<file path="src/rtl/pipe_pkg.sv">
// Shared definitions for the pipeline stage latches: stage state encoding,
// default ID/EX payload widths and the ID/EX field map.
package pipe_pkg;

    typedef enum logic [1:0] {
        EMPTY = 2'd0,
        ONE   = 2'd1,
        FULL  = 2'd2
    } state_e;

    localparam int unsigned ID_EX_DATA_W = 116;
    localparam int unsigned ID_EX_CTRL_W = 16;
    localparam int unsigned STATS_CNT_W  = 32;

    // ID/EX datapath payload, LSB first.
    localparam int unsigned SA_LSB        = 0;
    localparam int unsigned SA_W          = 5;
    localparam int unsigned RD_LSB        = SA_LSB + SA_W;
    localparam int unsigned RD_W          = 5;
    localparam int unsigned RT_LSB        = RD_LSB + RD_W;
    localparam int unsigned RT_W          = 5;
    localparam int unsigned RS_LSB        = RT_LSB + RT_W;
    localparam int unsigned RS_W          = 5;
    localparam int unsigned READDATA2_LSB = RS_LSB + RS_W;
    localparam int unsigned READDATA2_W   = 32;
    localparam int unsigned READDATA1_LSB = READDATA2_LSB + READDATA2_W;
    localparam int unsigned READDATA1_W   = 32;
    localparam int unsigned SIGEXT_LSB    = READDATA1_LSB + READDATA1_W;
    localparam int unsigned SIGEXT_W      = 32;

    // ID/EX control payload, LSB first.
    localparam int unsigned ALUOP_LSB        = 0;
    localparam int unsigned ALUOP_W          = 4;
    localparam int unsigned ALUSRC_BIT       = 4;
    localparam int unsigned ALUSHIFTIMM_BIT  = 5;
    localparam int unsigned REGDST_LSB       = 6;
    localparam int unsigned REGDST_W         = 2;
    localparam int unsigned LOADIMM_BIT      = 8;
    localparam int unsigned MEMWRITE_LSB     = 9;
    localparam int unsigned MEMWRITE_W       = 2;
    localparam int unsigned MEMTOREG_BIT     = 11;
    localparam int unsigned MEMREADWIDTH_LSB = 12;
    localparam int unsigned MEMREADWIDTH_W   = 3;
    localparam int unsigned REGWRITE_BIT     = 15;

    // True when an ID/EX control word would update architectural state.
    function automatic logic id_ex_ctrl_writes(input logic [ID_EX_CTRL_W-1:0] ctrl);
        return ctrl[REGWRITE_BIT] | (|ctrl[MEMWRITE_LSB +: MEMWRITE_W]);
    endfunction

endpackage

</file>
<file path="src/rtl/pipe_stage_skid_sat_counter.sv">
// Saturating event counter used for the pipeline stage statistics.
module sat_counter #(
    parameter int unsigned W = 32
) (
    input  logic         clock,
    input  logic         reset,
    input  logic         inc,
    output logic [W-1:0] count
);

    logic [W-1:0] count_q;
    logic [W-1:0] count_d;

    // NOTE: every variable written here gets a default first, so no path leaves it unassigned and no latch is inferred.
    always_comb begin
        count_d = count_q;
        if (inc && (count_q != '1)) begin
            count_d = count_q + W'(1);
        end
    end

    // NOTE: sequential state uses non-blocking assignments so all flops update together at the edge.
    always_ff @(posedge clock) begin
        if (reset) begin
            count_q <= '0;
        end else begin
            count_q <= count_d;
        end
    end

    assign count = count_q;

endmodule

</file>
<file path="src/rtl/pipe_stage_skid.sv">
// Valid/ready pipeline stage latch with a 2-entry skid buffer, flush and bubble masking.
// Optional stall/bubble statistics counters are built when PIPE_STAGE_STATS_EN is defined.
module pipe_stage_skid
    import pipe_pkg::*;
#(
    parameter int unsigned DATA_W   = ID_EX_DATA_W,
    parameter int unsigned CTRL_W   = ID_EX_CTRL_W,
    parameter bit          CLR_DATA = 1'b1
`ifdef PIPE_STAGE_STATS_EN
    ,
    parameter int unsigned CNT_W    = STATS_CNT_W
`endif
) (
    input  logic              clock,
    input  logic              reset,
    input  logic              syncClr,
    input  logic              in_valid,
    output logic              in_ready,
    input  logic [DATA_W-1:0] in_data,
    input  logic [CTRL_W-1:0] in_ctrl,
    output logic              out_valid,
    input  logic              out_ready,
    output logic [DATA_W-1:0] out_data,
    output logic [CTRL_W-1:0] out_ctrl
`ifdef PIPE_STAGE_STATS_EN
    ,
    output logic [CNT_W-1:0]  stall_cnt,
    output logic [CNT_W-1:0]  bubble_cnt
`endif
);

    state_e            state_q;
    state_e            state_d;
    logic [DATA_W-1:0] main_data_q;
    logic [DATA_W-1:0] main_data_d;
    logic [CTRL_W-1:0] main_ctrl_q;
    logic [CTRL_W-1:0] main_ctrl_d;
    logic [DATA_W-1:0] skid_data_q;
    logic [DATA_W-1:0] skid_data_d;
    logic [CTRL_W-1:0] skid_ctrl_q;
    logic [CTRL_W-1:0] skid_ctrl_d;
    logic              in_ready_q;
    logic              in_ready_d;

    logic              valid_w;
    logic              accept;
    logic              emit;

    assign valid_w = (state_q != EMPTY);
    assign accept  = in_valid & in_ready_q;
    assign emit    = valid_w & out_ready;

    always_comb begin
        state_d     = state_q;
        main_data_d = main_data_q;
        main_ctrl_d = main_ctrl_q;
        skid_data_d = skid_data_q;
        skid_ctrl_d = skid_ctrl_q;

        if (syncClr) begin
            // Flush wins: the skid is abandoned and any same-cycle accept is dropped.
            state_d = EMPTY;
        end else begin
            case (state_q)
                EMPTY: begin
                    if (accept) begin
                        main_data_d = in_data;
                        main_ctrl_d = in_ctrl;
                        state_d     = ONE;
                    end
                end
                ONE: begin
                    if (accept && emit) begin
                        main_data_d = in_data;
                        main_ctrl_d = in_ctrl;
                    end else if (accept) begin
                        skid_data_d = in_data;
                        skid_ctrl_d = in_ctrl;
                        state_d     = FULL;
                    end else if (emit) begin
                        state_d = EMPTY;
                    end
                end
                FULL: begin
                    if (emit) begin
                        main_data_d = skid_data_q;
                        main_ctrl_d = skid_ctrl_q;
                        state_d     = ONE;
                    end
                end
                default: state_d = EMPTY;
            endcase
        end

        // Registered copy of the next state's readiness keeps out_ready off the in_ready path.
        in_ready_d = (state_d != FULL);
    end

    // NOTE: the payload registers are deliberately reset so a bubble after reset carries zeros, not stale data.
    always_ff @(posedge clock) begin
        if (reset) begin
            state_q     <= EMPTY;
            main_data_q <= '0;
            main_ctrl_q <= '0;
            skid_data_q <= '0;
            skid_ctrl_q <= '0;
            in_ready_q  <= 1'b1;
        end else begin
            state_q     <= state_d;
            main_data_q <= main_data_d;
            main_ctrl_q <= main_ctrl_d;
            skid_data_q <= skid_data_d;
            skid_ctrl_q <= skid_ctrl_d;
            in_ready_q  <= in_ready_d;
        end
    end

    assign in_ready  = in_ready_q;
    assign out_valid = valid_w;
    assign out_ctrl  = valid_w ? main_ctrl_q : '0;
    assign out_data  = (CLR_DATA && !valid_w) ? '0 : main_data_q;

`ifdef PIPE_STAGE_STATS_EN
    sat_counter #(
        .W (CNT_W)
    ) u_stall_cnt (
        .clock (clock),
        .reset (reset),
        .inc   (in_valid & ~in_ready_q & ~syncClr),
        .count (stall_cnt)
    );

    sat_counter #(
        .W (CNT_W)
    ) u_bubble_cnt (
        .clock (clock),
        .reset (reset),
        .inc   (out_ready & ~valid_w),
        .count (bubble_cnt)
    );
`endif

endmodule

</file>
<file path="config.mk">
export PLATFORM = sky130hd
export DESIGN_NAME = pipe_stage_skid
export DESIGN_NICKNAME = d
export VERILOG_FILES = /design/src/rtl/pipe_pkg.sv /design/src/rtl/pipe_stage_skid_sat_counter.sv /design/src/rtl/pipe_stage_skid.sv
export SDC_FILE = /design/constraint.sdc
export NUM_CORES = 1
export LEC_CHECK = 0
export ABC_AREA = 1
export CORE_MARGIN = 10
export CORE_UTILIZATION = 50
export DETAILED_ROUTE_END_ITERATION = 6
export GPL_ROUTABILITY_DRIVEN = 0
export HOLD_SLACK_MARGIN = 0.03
export PLACE_DENSITY = 0.83
export SLEW_MARGIN = 40
export SYNTH_ARGS = -nofsm -noshare
export SYNTH_HDL_FRONTEND = slang
export SYNTH_SLANG_ARGS = --single-unit
</file>
<file path="constraint.sdc">
create_clock -name clock -period 1.6 [get_ports clock]
set_input_delay 0.32 -clock clock [delete_from_list [all_inputs] [get_ports clock]]
set_output_delay 0.32 -clock clock [all_outputs]
set_load 0.02 [all_outputs]
</file>
# Word level (Yosys, flattened, before mapping)
# Cells that the tools add are included.
dict set report classes {
  add_sub_neg 0
  mul 0
  n_div 0
  n_lt_le_gt_ge 0
  eq_ne 6
  n_shift 0
  n_mux 17
  n_bitwise 4
  reduce_logical 6
}
# operator n
set ops {}
lappend ops {{116-bit two-way mux} 4}
lappend ops {{116-bit one-hot mux with 3 select lines} 1}
lappend ops {{16-bit two-way mux} 4}
lappend ops {{16-bit one-hot mux with 3 select lines} 1}
lappend ops {{2-bit two-way mux} 6}
lappend ops {{2-bit inequality test (second input constant)} 4}
lappend ops {{2-bit one-hot mux with 3 select lines} 1}
lappend ops {{5-bit AND reduction} 1}
lappend ops {{4-bit AND reduction} 1}
lappend ops {{3-bit nonzero test} 1}
lappend ops {{1-bit bitwise AND} 2}
lappend ops {{2-bit by 1-bit == test with 1-bit output (second input constant)} 1}
lappend ops {{2-bit == test (second input constant)} 1}
lappend ops {{2-bit logical NOT} 1}
lappend ops {{1-bit inverter} 2}
lappend ops {{2-bit nonzero test} 1}
lappend ops {{1-bit logical AND} 1}
dict set report totals {
  ff_bits 267
  latchBits 0
  ramBits 0
  rom_bits 0
  in_bits 137
  out_inout_bits 134
  memories 0
}

# Logic depth before layout (Yosys ltp)
dict set report depth {
  depth_word 8
  ltp_mapped 9
  ltp_nobuf 7
}

# Least setup slack after synthesis
# Ideal clock, no wire load.
dict set report synth_path {
  path_type {register -> output}
  start {reg state_q[1]}
  end {out out_data[100]}
  arrival_ps 1242
  t_required_ps 1280
  setup_slack_ps 38
  stages_incl_launch_ff 5
  n_path_buf 2
  path_cell_list {dfxtp_1 nor2_4 clkbuf_1 clkbuf_1 nor2_1}
}
dict set report synth_between {
  elab_chain_len 2
}
# element line
set synth_rtl {}
lappend synth_rtl {{start: declaration} pipe_stage_skid.sv:32} ;# state_e state_q;
lappend synth_rtl {{start signal: assignment} pipe_stage_skid.sv:109} ;# state_q <= state_d;
lappend synth_rtl {{2-bit nonzero test} pipe_stage_skid.sv:49} ;# assign valid_w = (state_q != EMPTY);
lappend synth_rtl {{116-bit two-way mux} pipe_stage_skid.sv:121} ;# assign out_data = (CLR_DATA && !valid_w) ? '0 : main_data_q;
lappend synth_rtl {{end: declaration} pipe_stage_skid.sv:23} ;# output logic [DATA_W-1:0] out_data,
# No other way between the ends.

# Final worst setup path
dict set report layout_path {
  start {reg state_q[1]}
  end {out out_data[81]}
}
# Same word-level chain as after synthesis.

==> impl_results.md <==
- Die height: 177 um
- FF-to-FF Start: state_q[1]
- First-pass GRT wire length: 65000 um
- Critical Path Max Stage Delay: 0.34 ns
- Post-synthesis cell area: 12400 um^2
- Highest clock rate: 0.506 GHz
- Post-synthesis xor/xnor area fraction: 0%
- H-Tree Depth: 1
- Simple-gate portion of the synthesized area: 42.0%
- CP Depth: 6
- Area after DPL: 15900 um^2
- Final max-slew violation count: 0
- Worst-Skew Late Latency: 0.53 ns
- RSZ-0062 raised after global routing: yes
- Clock power share: 40.5%
- Placed cell count: 2554
- VDD IR max: 0.000694 V
- Worst Setup EP: out_data[81]
- Netlist cell types: 15
- Critical Path RT: 1.28 ns
- Crit-path slowest cell: dfxtp_2
- Worst R2R End: main_data_q[41]
- Failing checks: design-rule violations, negative setup slack
- TritonCTS Buffers: 28
- DRC: 9
- Worst path cell trace: nor2_4 > buf_12 > buf_12 > buf_16 > nor2_2 > buf_6
- Hold/Removal Path Class: input pin to register
- Reg-to-reg slack, setup: -0.24 ns
- Gr usage total: 24.7%
- Root Buffer: clkbuf_16
- WL final: 40900 um
- Yosys warns: 0
- Compound-Gate Fraction of Synth Area: 5.47%
- Post-Synth Adder-Cell Area: 0%
- Top Family by Delay on Critical Path: buffers and inverters
- Max-slew headroom: 57.1%
- Fin area: 17400 um^2
- Buffers on Ports: 270
- Drt first-iter violations: 1397
- Multiplexer share of the synthesized area: 0%
- Share of the synthesized area in the top cell type: 43.1%
- Core area: 24300 um^2
- Layout cells sized above 1: 15.6%
- Pin count of the biggest net entering global routing: 134
- Initial core utilization: 50.9%
- Reg clk slew, reported paths: 0.06 ns
- Final worst slack: -0.376 ns
- Final clock period utilization by the worst path: 123%
- Synthesized Nets: 2155
- Most common cell after layout, fill and taps aside: nand2_1
- Critical Path Source: state_q[1]
- Hold_buf cts: 0
- Fin cells: 2632
- Cell Pwr Density: 905 nW/um^2
- Max-Cap Viols: 0
- Chip Width: 177 um
- Crit path DAT: 1.66 ns
- CP startpoint kind: register
- Most frequent cells in the layout: nand2_1 (798), nor2_1 (337), dfxtp_1 (265)
- Register area share after synthesis: 43.1%
- Area contributors post-synth: dfxtp_1 (43%), nand2_1 (24%), nor2_1 (12%)
- Drt wl/cell: 15.5 um
- Fin. Hold Viols: 0
- Largest family of logic cells by synthesized area: simple AND/OR/NAND/NOR gates
- CTS sink count: 267
- CP endpoint kind: output pin
- Part of the power in combinational logic: 15.1%
- Crit-path max FO: 8
- Worst Reg2Reg Path Length in Cells: 13
- Hold Startpoint: reset
- CTS Buffer Depth: 3
- Leakage: 8.15 nW
- Post-Syn Instances: 2018
- CP dominant cell by count: buf_12
- Via count: 13600
- GRT overflow: 0
- CTS tree: yes
- DPL Wire Length: 26000 um
- Sw frac: 25.6%
- P&R area growth vs syn: 40.5%
- Vias in the first global route: 13100
- Initial antenna violation count: 3
- Clock Skews: 0.0101 ns
- Run status: finished, violations left
- Worst-Margin Slew: 0.644 ns
- WP buf/inv: 4
- Setup violators final: 265
- Fin nets: 2422
- I/O pin total: 271
- Post-route ant nets: 0
- #FFs+latches synth: 267
- Row count: 57
- Sequential share of power: 44.4%
- CP Class: register to output pin
- Int Pwr: 11.7 mW
- Post-DR vias/cell: 5.16
- Largest area contributor in the netlist: dfxtp_1
- P_sw: 4.03 mW
- Syn_area_per_cell: 6.14 um^2
- Total die area: 31500 um^2
- 1st-pass router iterations: 7
- Crit path time final: 1.98 ns
- Post-layout power: 15.7 mW
metrics by stage:
stage	worst slack, ns	util (%)	hold slack (ns)	TNS [ns]
2_1_floorplan	0.0376	-	0.439	0
3_3_place_gp	-0.330	65.6	0.446	-86.99
3_5_place_dp	-0.360	65.6	0.451	-96.92
4_1_cts	-0.408	69.8	0.185	-45.59
5_1_grt	-0.432	71.6	0.197	-76.58
6_report	-0.376	71.6	0.193	-53.38
cells by family after synthesis:
logic type,count (synthesis)
simple gates,1335
flops,267
compound gates,135
buf+inv,281
power by group through the flow:
stage	combinational [mW]	sequential (mW)	clock, mW
floorplan	1.12	7.12	0
global placement	2.08	7.13	0
detailed placement	2.12	7.14	0
CTS	2.28	6.99	6.43
global route	2.60	7.01	6.72
finish	2.38	6.99	6.37
synth_stat cells:
cell / number
nand2_2: 2
o211ai_1: 1
buf_4: 3
nor3_1: 1
buf_2: 75
inv_1: 135
a21oi_1: 134
inv_2: 4
nand3_1: 133
clkbuf_1: 52
dfxtp_1: 267
nor2_4: 3
nor2_1: 396
buf_1: 12
nand2_1: 800
area by class of cell:
cell class,instances,area (um^2)
Multi-Input combinational cell,1470,6190
Sequential cell,267,5350
Antenna cell,3,7.51
Inverter,139,529
Clock inverter,8,67.6
Clock buffer,42,835
Tap cell,324,405
Timing Repair Buffer,379,4020
Fill cell,1881,6920
sequential cells by signal, indices dropped and copies added (netlist names):
register     count
main_data_q    116
skid_data_q    116
main_ctrl_q     16
skid_ctrl_q     16
state_q          2
in_ready         1
worst reg2reg max path: stages, from the launching register on:
cell     delay, ns
dfxtp_2       0.34
nor2_4        0.15
buf_8         0.16
buf_6         0.14
buf_12        0.10
inv_4         0.03
nand2_2       0.08
nand2_4       0.08
buf_12        0.17
buf_12        0.17
buf_4         0.15
nand2_1       0.06
nand2_1       0.05
nor2_1        0.08
metal layers:
| layer | vias up | track usage [%] | wire length (um) |
|---|---|---|---|
| met3 | 91 | 5.08 | 3470 |
| met5 | - | 0 | 0 |
| met2 | 598 | 42.3 | 19600 |
| met4 | 0 | 8.72 | 1320 |
| li1 | 6637 | - | - |
| met1 | 6243 | 30.2 | 16500 |
what timing repair did:
item | 4_1_cts | 5_1_grt
gates cloned | 6 | 0
pin swaps | 1 | 1
resized for setup | 678 | 142
setup endpoints to repair | 163 | 345
buffers inserted | 18 | 2
how the worst min path moves through the flow:
| stage | endpoint | slack [ns] | cells past startpoint |
|---|---|---|---|
| CTS | main_data_q[107] | 0.18 | 4 |
| finish | main_data_q[107] | 0.19 | 4 |
| detailed placement | skid_data_q[83] | 0.45 | 2 |
| global route | main_data_q[92] | 0.20 | 4 |
| global placement | skid_data_q[75] | 0.45 | 2 |
| floorplan | skid_ctrl_q[15] | 0.44 | 2 |
Power figures use the tool's default switching activity.
